`config.mk`:
```
export PLATFORM = sky130hd
export DESIGN_NAME = seq_detect_ctrl
export DESIGN_NICKNAME = d
export VERILOG_FILES = /design/src/rtl/seq_detect_ctrl.sv
export SDC_FILE = /design/constraint.sdc
export NUM_CORES = 1
export LEC_CHECK = 0
export CORE_MARGIN = 10
export CORE_UTILIZATION = 30
export DETAILED_ROUTE_END_ITERATION = 16
export GPL_ROUTABILITY_DRIVEN = 0
export PLACE_DENSITY = 0.5
export SLEW_MARGIN = 40
export SYNTH_ARGS = -nofsm -noshare
export SYNTH_HDL_FRONTEND = slang
export SYNTH_SLANG_ARGS = --single-unit
```
`constraint.sdc`:
```
create_clock -name clk -period 1.7 [get_ports clk]
set_input_delay 0.17 -clock clk [delete_from_list [all_inputs] [get_ports clk]]
set_output_delay 0.17 -clock clk [all_outputs]
set_load 0.005 [all_outputs]
```
`src/rtl/seq_detect_ctrl.sv`:
```
// Word-to-serial sequencer for a 1101 Mealy detector: clears the detector per frame,
// shifts words MSB-first with no gaps, and counts qualified matches per frame.
module seq_detect_ctrl #(
   parameter int WORD_W = 8,
   parameter int CNT_W  = 8
) (
   input  logic              clk,
   input  logic              sync_reset_n,
   input  logic              in_valid,
   output logic              in_ready,
   input  logic [WORD_W-1:0] in_data,
   input  logic              in_last,
   output logic              det_in_stream,
   output logic              det_sync_reset,
   input  logic              det_out,
   output logic [CNT_W-1:0]  match_count,
   output logic              frame_done,
   output logic              frame_err,
   output logic              busy
);

   localparam int BC_W = (WORD_W > 1) ? $clog2(WORD_W) : 1;

   typedef enum logic [2:0] {IDLE, CLEAR, SHIFT, DRAIN, DONE} state_e;

   state_e              state_q, state_d;
   logic [WORD_W-1:0]   shreg_q, shreg_d;
   logic                last_q, last_d;
   logic [BC_W-1:0]     bitcnt_q, bitcnt_d;
   logic [CNT_W-1:0]    cnt_q, cnt_d;
   logic                err_q, err_d;
   logic                bitv_q;
   logic                load;

   always_ff @(posedge clk) begin
      if (!sync_reset_n) begin
         state_q  <= IDLE;
         shreg_q  <= '0;
         last_q   <= 1'b0;
         bitcnt_q <= '0;
         cnt_q    <= '0;
         err_q    <= 1'b0;
         bitv_q   <= 1'b0;
      end else begin
         state_q  <= state_d;
         shreg_q  <= shreg_d;
         last_q   <= last_d;
         bitcnt_q <= bitcnt_d;
         cnt_q    <= cnt_d;
         err_q    <= err_d;
         bitv_q   <= (state_q == SHIFT);
      end
   end

   always_comb begin
      state_d       = state_q;
      shreg_d       = shreg_q;
      last_d        = last_q;
      bitcnt_d      = bitcnt_q;
      cnt_d         = cnt_q;
      err_d         = err_q;
      in_ready      = 1'b0;
      det_in_stream = 1'b0;
      load          = 1'b0;

      // det_out is registered, so a match belongs to the bit shifted one cycle earlier
      if (bitv_q && det_out && (cnt_q != '1))
         cnt_d = cnt_q + 1'b1;

      case (state_q)
         IDLE: begin
            in_ready = 1'b1;
            if (in_valid) begin
               load    = 1'b1;
               state_d = CLEAR;
            end
         end
         CLEAR: begin
            cnt_d   = '0;
            err_d   = 1'b0;
            state_d = SHIFT;
         end
         SHIFT: begin
            det_in_stream = shreg_q[WORD_W-1];
            shreg_d       = shreg_q << 1;
            bitcnt_d      = bitcnt_q - 1'b1;
            if (bitcnt_q == '0) begin
               if (!last_q) begin
                  in_ready = 1'b1;
                  if (in_valid) begin
                     load = 1'b1;
                  end else begin
                     err_d   = 1'b1;
                     state_d = DRAIN;
                  end
               end else begin
                  state_d = DRAIN;
               end
            end
         end
         DRAIN:   state_d = DONE;
         DONE:    state_d = IDLE;
         default: state_d = IDLE;
      endcase

      if (load) begin
         shreg_d  = in_data;
         last_d   = in_last;
         bitcnt_d = BC_W'(WORD_W - 1);
      end
   end

   assign det_sync_reset = ~sync_reset_n | (state_q == CLEAR);
   assign match_count    = cnt_q;
   assign frame_err      = err_q;
   assign frame_done     = (state_q == DONE);
   assign busy           = (state_q != IDLE);

endmodule

```
---- Word-level counts from Yosys, hierarchy flattened ----
Index checks and enable logic that the tools add are counted.
word-level totals
  word-level logic and storage cells ...... 52
  output and inout port bits .............. 14
  register bits ........................... 25
  input port bits ......................... 13
operators by class
  mux-type cells .......................... 21
  eq/ne operators ......................... 10
  reduce and logical (&&, ||, !) cells .... 10
  add/sub/neg operators ................... 2
  bitwise operators ....................... 2
operators with widths
  kind                                                    count
  2-to-1 mux 3 bit                                        6
  2-to-1 mux 8 bit                                        2
  case mux 3 bit (4 select lines)                         1
  2-to-1 mux 1 bit                                        9
  adder 8 x 1 -> 8 bit (second input constant)            1
  inequality test 8 bit (second input constant)           1
  equality test 3 x 2 -> 1 bit (second input constant)    2
  logical NOT 3 bit                                       2
  inequality test 2 bit (second input constant)           3
  case mux 1 bit (2 select lines)                         3
  AND reduction 4 bit                                     1
  nonzero test 2 bit                                      2
  equality test 3 x 1 -> 1 bit (second input constant)    1
  equality test 3 bit (second input constant)             1
  inequality test 3 bit (second input constant)           1
  AND reduction 3 bit                                     1
  nonzero test 3 bit                                      1
  subtractor 3 x 1 -> 3 bit (second input constant)       1
  logical AND 1 bit                                       2
  inequality test 2 x 1 -> 1 bit (second input constant)  1
  OR reduction 2 bit                                      1
  inverter 1 bit                                          1
  bitwise OR 1 bit                                        1

---- Logic depth before layout (Yosys ltp) ----
  word-level depth ........................ 5
  depth in mapped cells ................... 6
  depth with buffers taken out ............ 6

---- Worst setup path after synthesis ----
Ideal clock, no wire load.
  path kind ............................... reg2reg
  from .................................... register bitcnt_q[0]
  to ...................................... register shreg_q[1]
  library setup time ...................... 0.066 ns
  data required time ...................... 1.634 ns
  slack ................................... 0.197 ns
  data arrival time ....................... 1.437 ns
  cell stages (with the launch flop) ...... 7
  clock period less this slack ............ 1.503 ns
  buffers on the path ..................... 0
  cells stage by stage .................... dfxtp_1 > inv_1 > ha_1 > or3b_1 > a21boi_4 > a222oi_1 > nor2b_1
on the way
  word-level cells in the longest chain between the ends .. 4
  elaborated cells between the ends (all ways) .. 5
  those cells by class .................... mux (3); reduce/logical (2)
RTL lines
  what                                                    RTL line  text
  start, declared                                         29        logic [BC_W-1:0] bitcnt_q, bitcnt_d;
  start signal, assigned                                  48        bitcnt_q <= bitcnt_d;
  logical NOT 3 bit *                                     87        if (bitcnt_q == '0) begin
  2-to-1 mux 1 bit *                                      87
  case mux 1 bit (2 select lines) *                       70        case (state_q)
  2-to-1 mux 8 bit or nonzero test 2 bit (tied branches)  n/a
  end signal, assigned                                    46        shreg_q <= shreg_d;
  end, declared                                           27        logic [WORD_W-1:0] shreg_q, shreg_d;
Every way passes the cells marked *; elsewhere a longest branch is shown, timed or not.
A chain may end at the register's enable or synchronous reset.

---- Worst setup path after layout ----
  from .................................... register bitcnt_q[0]
  to ...................................... output in_ready
on the way
  word-level cells in the longest chain between the ends .. 3
RTL lines
  what                             RTL line  text
  logical NOT 3 bit                87
  2-to-1 mux 1 bit                 87
  case mux 1 bit (2 select lines)  70
  end, declared                    10        output logic in_ready,
Every way passes these cells.

==> impl_metrics.toml <==
[worst_setup_path]
path_delay_family = "simple AND/OR/NAND/NOR gates"
path_cells = "inv_2 -> ha_2 -> or3b_4 -> a21boi_2 -> buf_2"
r2r-start = "bitcnt_q[0]"
crit_arrival_ps = 1460
startpoint_type = "flop"
cp_num_cells = 5
cp-end-kind = "output pin"
path_max_fanout = 2
path_class = "flop to output pin"
critical_path_required_ps = 1530
r2r_end = "shreg_q[5]"
rrSetupSlack_ps = 90
endpoint = "in_ready"
critPathSlowestCell = "or3b_4"
path_buf_inv = 2
crit_path_start = "bitcnt_q[0]"
max_stage_delay_ps = 390
reg2reg_depth = 7

[timing]
hold_viol = 0
fmax_ghz = 0.613
whs_ps = 467
tightest_slew_ps = 518
min_period_over_period = 0.959
rsz0062_at_grt = "no"
fin_tns_setup_ps = 0
skew_ps = 5.72
max_slew_margin = 0.652
fin_crit_ps = 1630
drv_slew = 0
final-setup-viol-count = 0

[logic_synthesis]
ys_ff_latch = 25
synthFlopType = "dfxtp_1"
yosys_warnings = 0
syn_area_per_cell_um2 = 9.73
async_reset_ff_frac = 0
ys_seq_area_frac = 0.415
synthDistinctLibCells = 41
synth_cells = 124
syn_nets = 140
synth_edf_count = 0
netlist_area_um2 = 1210

[floorplanning]
die_area_um2 = 6960
dieHeight_um = 83.4
core_um2 = 3770
io_pins = 27
start_util = 0.320
num_rows = 22
dieWidth_um = 83.4

[drt]
ant_nets = 0
via_per_inst = 4.91
vias = 1051
drtIter0Drc = 75
drt-total-wl_mm = 2.92
drc = 0
wl_per_cell_um = 13.6
firstDrtPassIters = 5
top_layer = "met4"
dr_wl_met2_mm = 1.28
wl_met3_um = 157
wl_met1_mm = 1.42

[cells_and_area]
finish.instance_area_um2 = 1690
nNetsFinal = 183
layout.cells.non_filler = 214
drive_gt1_frac = 0.235
insertedDiodeCount = 0
syn_to_final_growth_pct = 40.1

[placed_design]
hpwlAfterDp_mm = 2.20
place_area_um2 = 1590
io_buffers = 26
dp.cells = 207

[power]
power_per_cell_area_nw_per_um2 = 819
pwr-share-clk = 0.260
p_sw_mw = 0.385
seqPwrFrac = 0.478
p_sw_frac = 0.278
max-vdd-ir-drop_mv = 0.336
p_comb_frac = 0.262
cellLeakagePower_nw = 0.696
internal-power_mw = 0.999

[clock_tree]
clock_latency_ps = 270
clk_pin_slew_worst_paths_ps = 80
cts_tree = "done"
numCtsBuffers = 3
clock-sinks = 25
clock_path_buffers = 2
htree_levels = 1
cts_root_buffer = "clkbuf_8"

[min_path]
min_path_type = "primary input to flop"

[global_routing]
grt_pass1_vias = 1032
grt-ovfl-total = 0
grt_max_degree = 14
antenna_found_initial = 0
grtUsageTotal = 0.0824
grt_first_pass_wirelength_mm = 4.79

[status]
status = "finished clean"

[run]
drv_cap = 0
## layout make-up
type / instances / area, µm²
multi-input cells: 90 / 674
clock buffers: 4 / 45.0
inverters: 7 / 33.8
flip-flops and latches: 25 / 509
well taps: 48 / 60.1
fillers: 353 / 2080
repair buffers: 40 / 368
## layer usage
layer / track usage / vias to the layer above
li1: - / 535
met1: 0.102 / 492
met2: 0.122 / 20
met3: 0.0303 / 4
met4: 0.0415 / 0
met5: 0 / -
## worst register-to-register path, stage by stage, from the launching register on
cell      delay [ps]
dfxtp_2          330
inv_2             50
ha_2             170
or3b_4           390
buf_6            140
a21boi_4         210
a222oi_1         140
nor2b_1          130
## through the flow
stage | power, mW | worst slack [ps] | utilization
detailed placement | 1.00 | -134 | 0.423
finish | 1.38 | 69.8 | 0.448
floorplan | 0.855 | 197 | -
global placement | 0.997 | -105 | 0.423
global route | 1.46 | 2.21 | 0.448
CTS | 1.37 | -27.1 | 0.440
## layout by cell type (no fill, tap or decap), drive strengths merged, types with 3 or more instances in the layout
cell and instances:
buf 15, a21boi 5, clkdlybuf4s50 22, a222oi 6, nand2 11, o21ai 3
nor2 9, nor2b 6, xor2 5, o211ai 4, and3 3, nand2b 3
and2 4, nor3b 3, clkbuf 4, a21oi 5, ha 3, dfxtp 25
inv 7
## power groups by stage
stage | Clock (mW) | Sequential (mW) | Combinational [mW]
floorplan | 0 | 0.658 | 0.197
global placement | 0 | 0.668 | 0.329
detailed placement | 0 | 0.669 | 0.333
CTS | 0.370 | 0.658 | 0.343
global route | 0.395 | 0.668 | 0.397
finish | 0.360 | 0.661 | 0.363
## worst min-delay path by stage
stage | start | endpoint | slack [ps] | cells after the start
3_3_place_gp | frame_err | frame_err | 460 | 2
2_1_floorplan | sync_reset_n | shreg_q[1] | 300 | 1
5_1_grt | in_data[0] | shreg_q[0] | 470 | 3
4_1_cts | in_data[0] | shreg_q[0] | 470 | 3
6_report | in_data[0] | shreg_q[0] | 470 | 3
3_5_place_dp | frame_err | frame_err | 460 | 2
## registers in the layout (all words and copies together), names as in the netlist
name / cells
last_q: 1
match_count: 8
frame_err: 1
bitv_q: 1
shreg_q: 8
state_q: 3
bitcnt_q: 3
## Yosys cell counts, types with 2 or more instances
cell	number	share of area
and2_1	4	0.021
o21ai_1	3	0.012
a222oi_1	6	0.050
nor2b_1	6	0.031
o211ai_1	3	0.019
nand3_1	2	0.0083
nand2_1	11	0.034
xor2_1	5	0.036
dfxtp_1	25	0.41
a21oi_1	5	0.021
mux2i_1	2	0.017
inv_1	4	0.012
or4_1	2	0.012
nor2_1	9	0.028
nand2b_1	3	0.016
o21a_1	2	0.012
and3_1	3	0.016
a21boi_4	2	0.031
nor3b_1	2	0.012
ha_1	3	0.031
o31ai_1	2	0.012
## kinds of logic after synthesis
kind of cell,Yosys count,share of synthesized area
compound gates,31,0.225
flops,25,0.415
fa+ha+maj,3,0.0311
simple gates,47,0.222
xor+xnor,6,0.0436
mux,2,0.0166
buf+inv,10,0.0467
## repair_timing
item / CTS / global route
cloned: 0 / 1
gates resized for setup: 15 / 7
pin swaps: 6 / 5
hold buffers: 0 / 0
setup buffers: 1 / 1
setup endpoints to repair: 11 / 11
(Power assumes the default switching activity.)
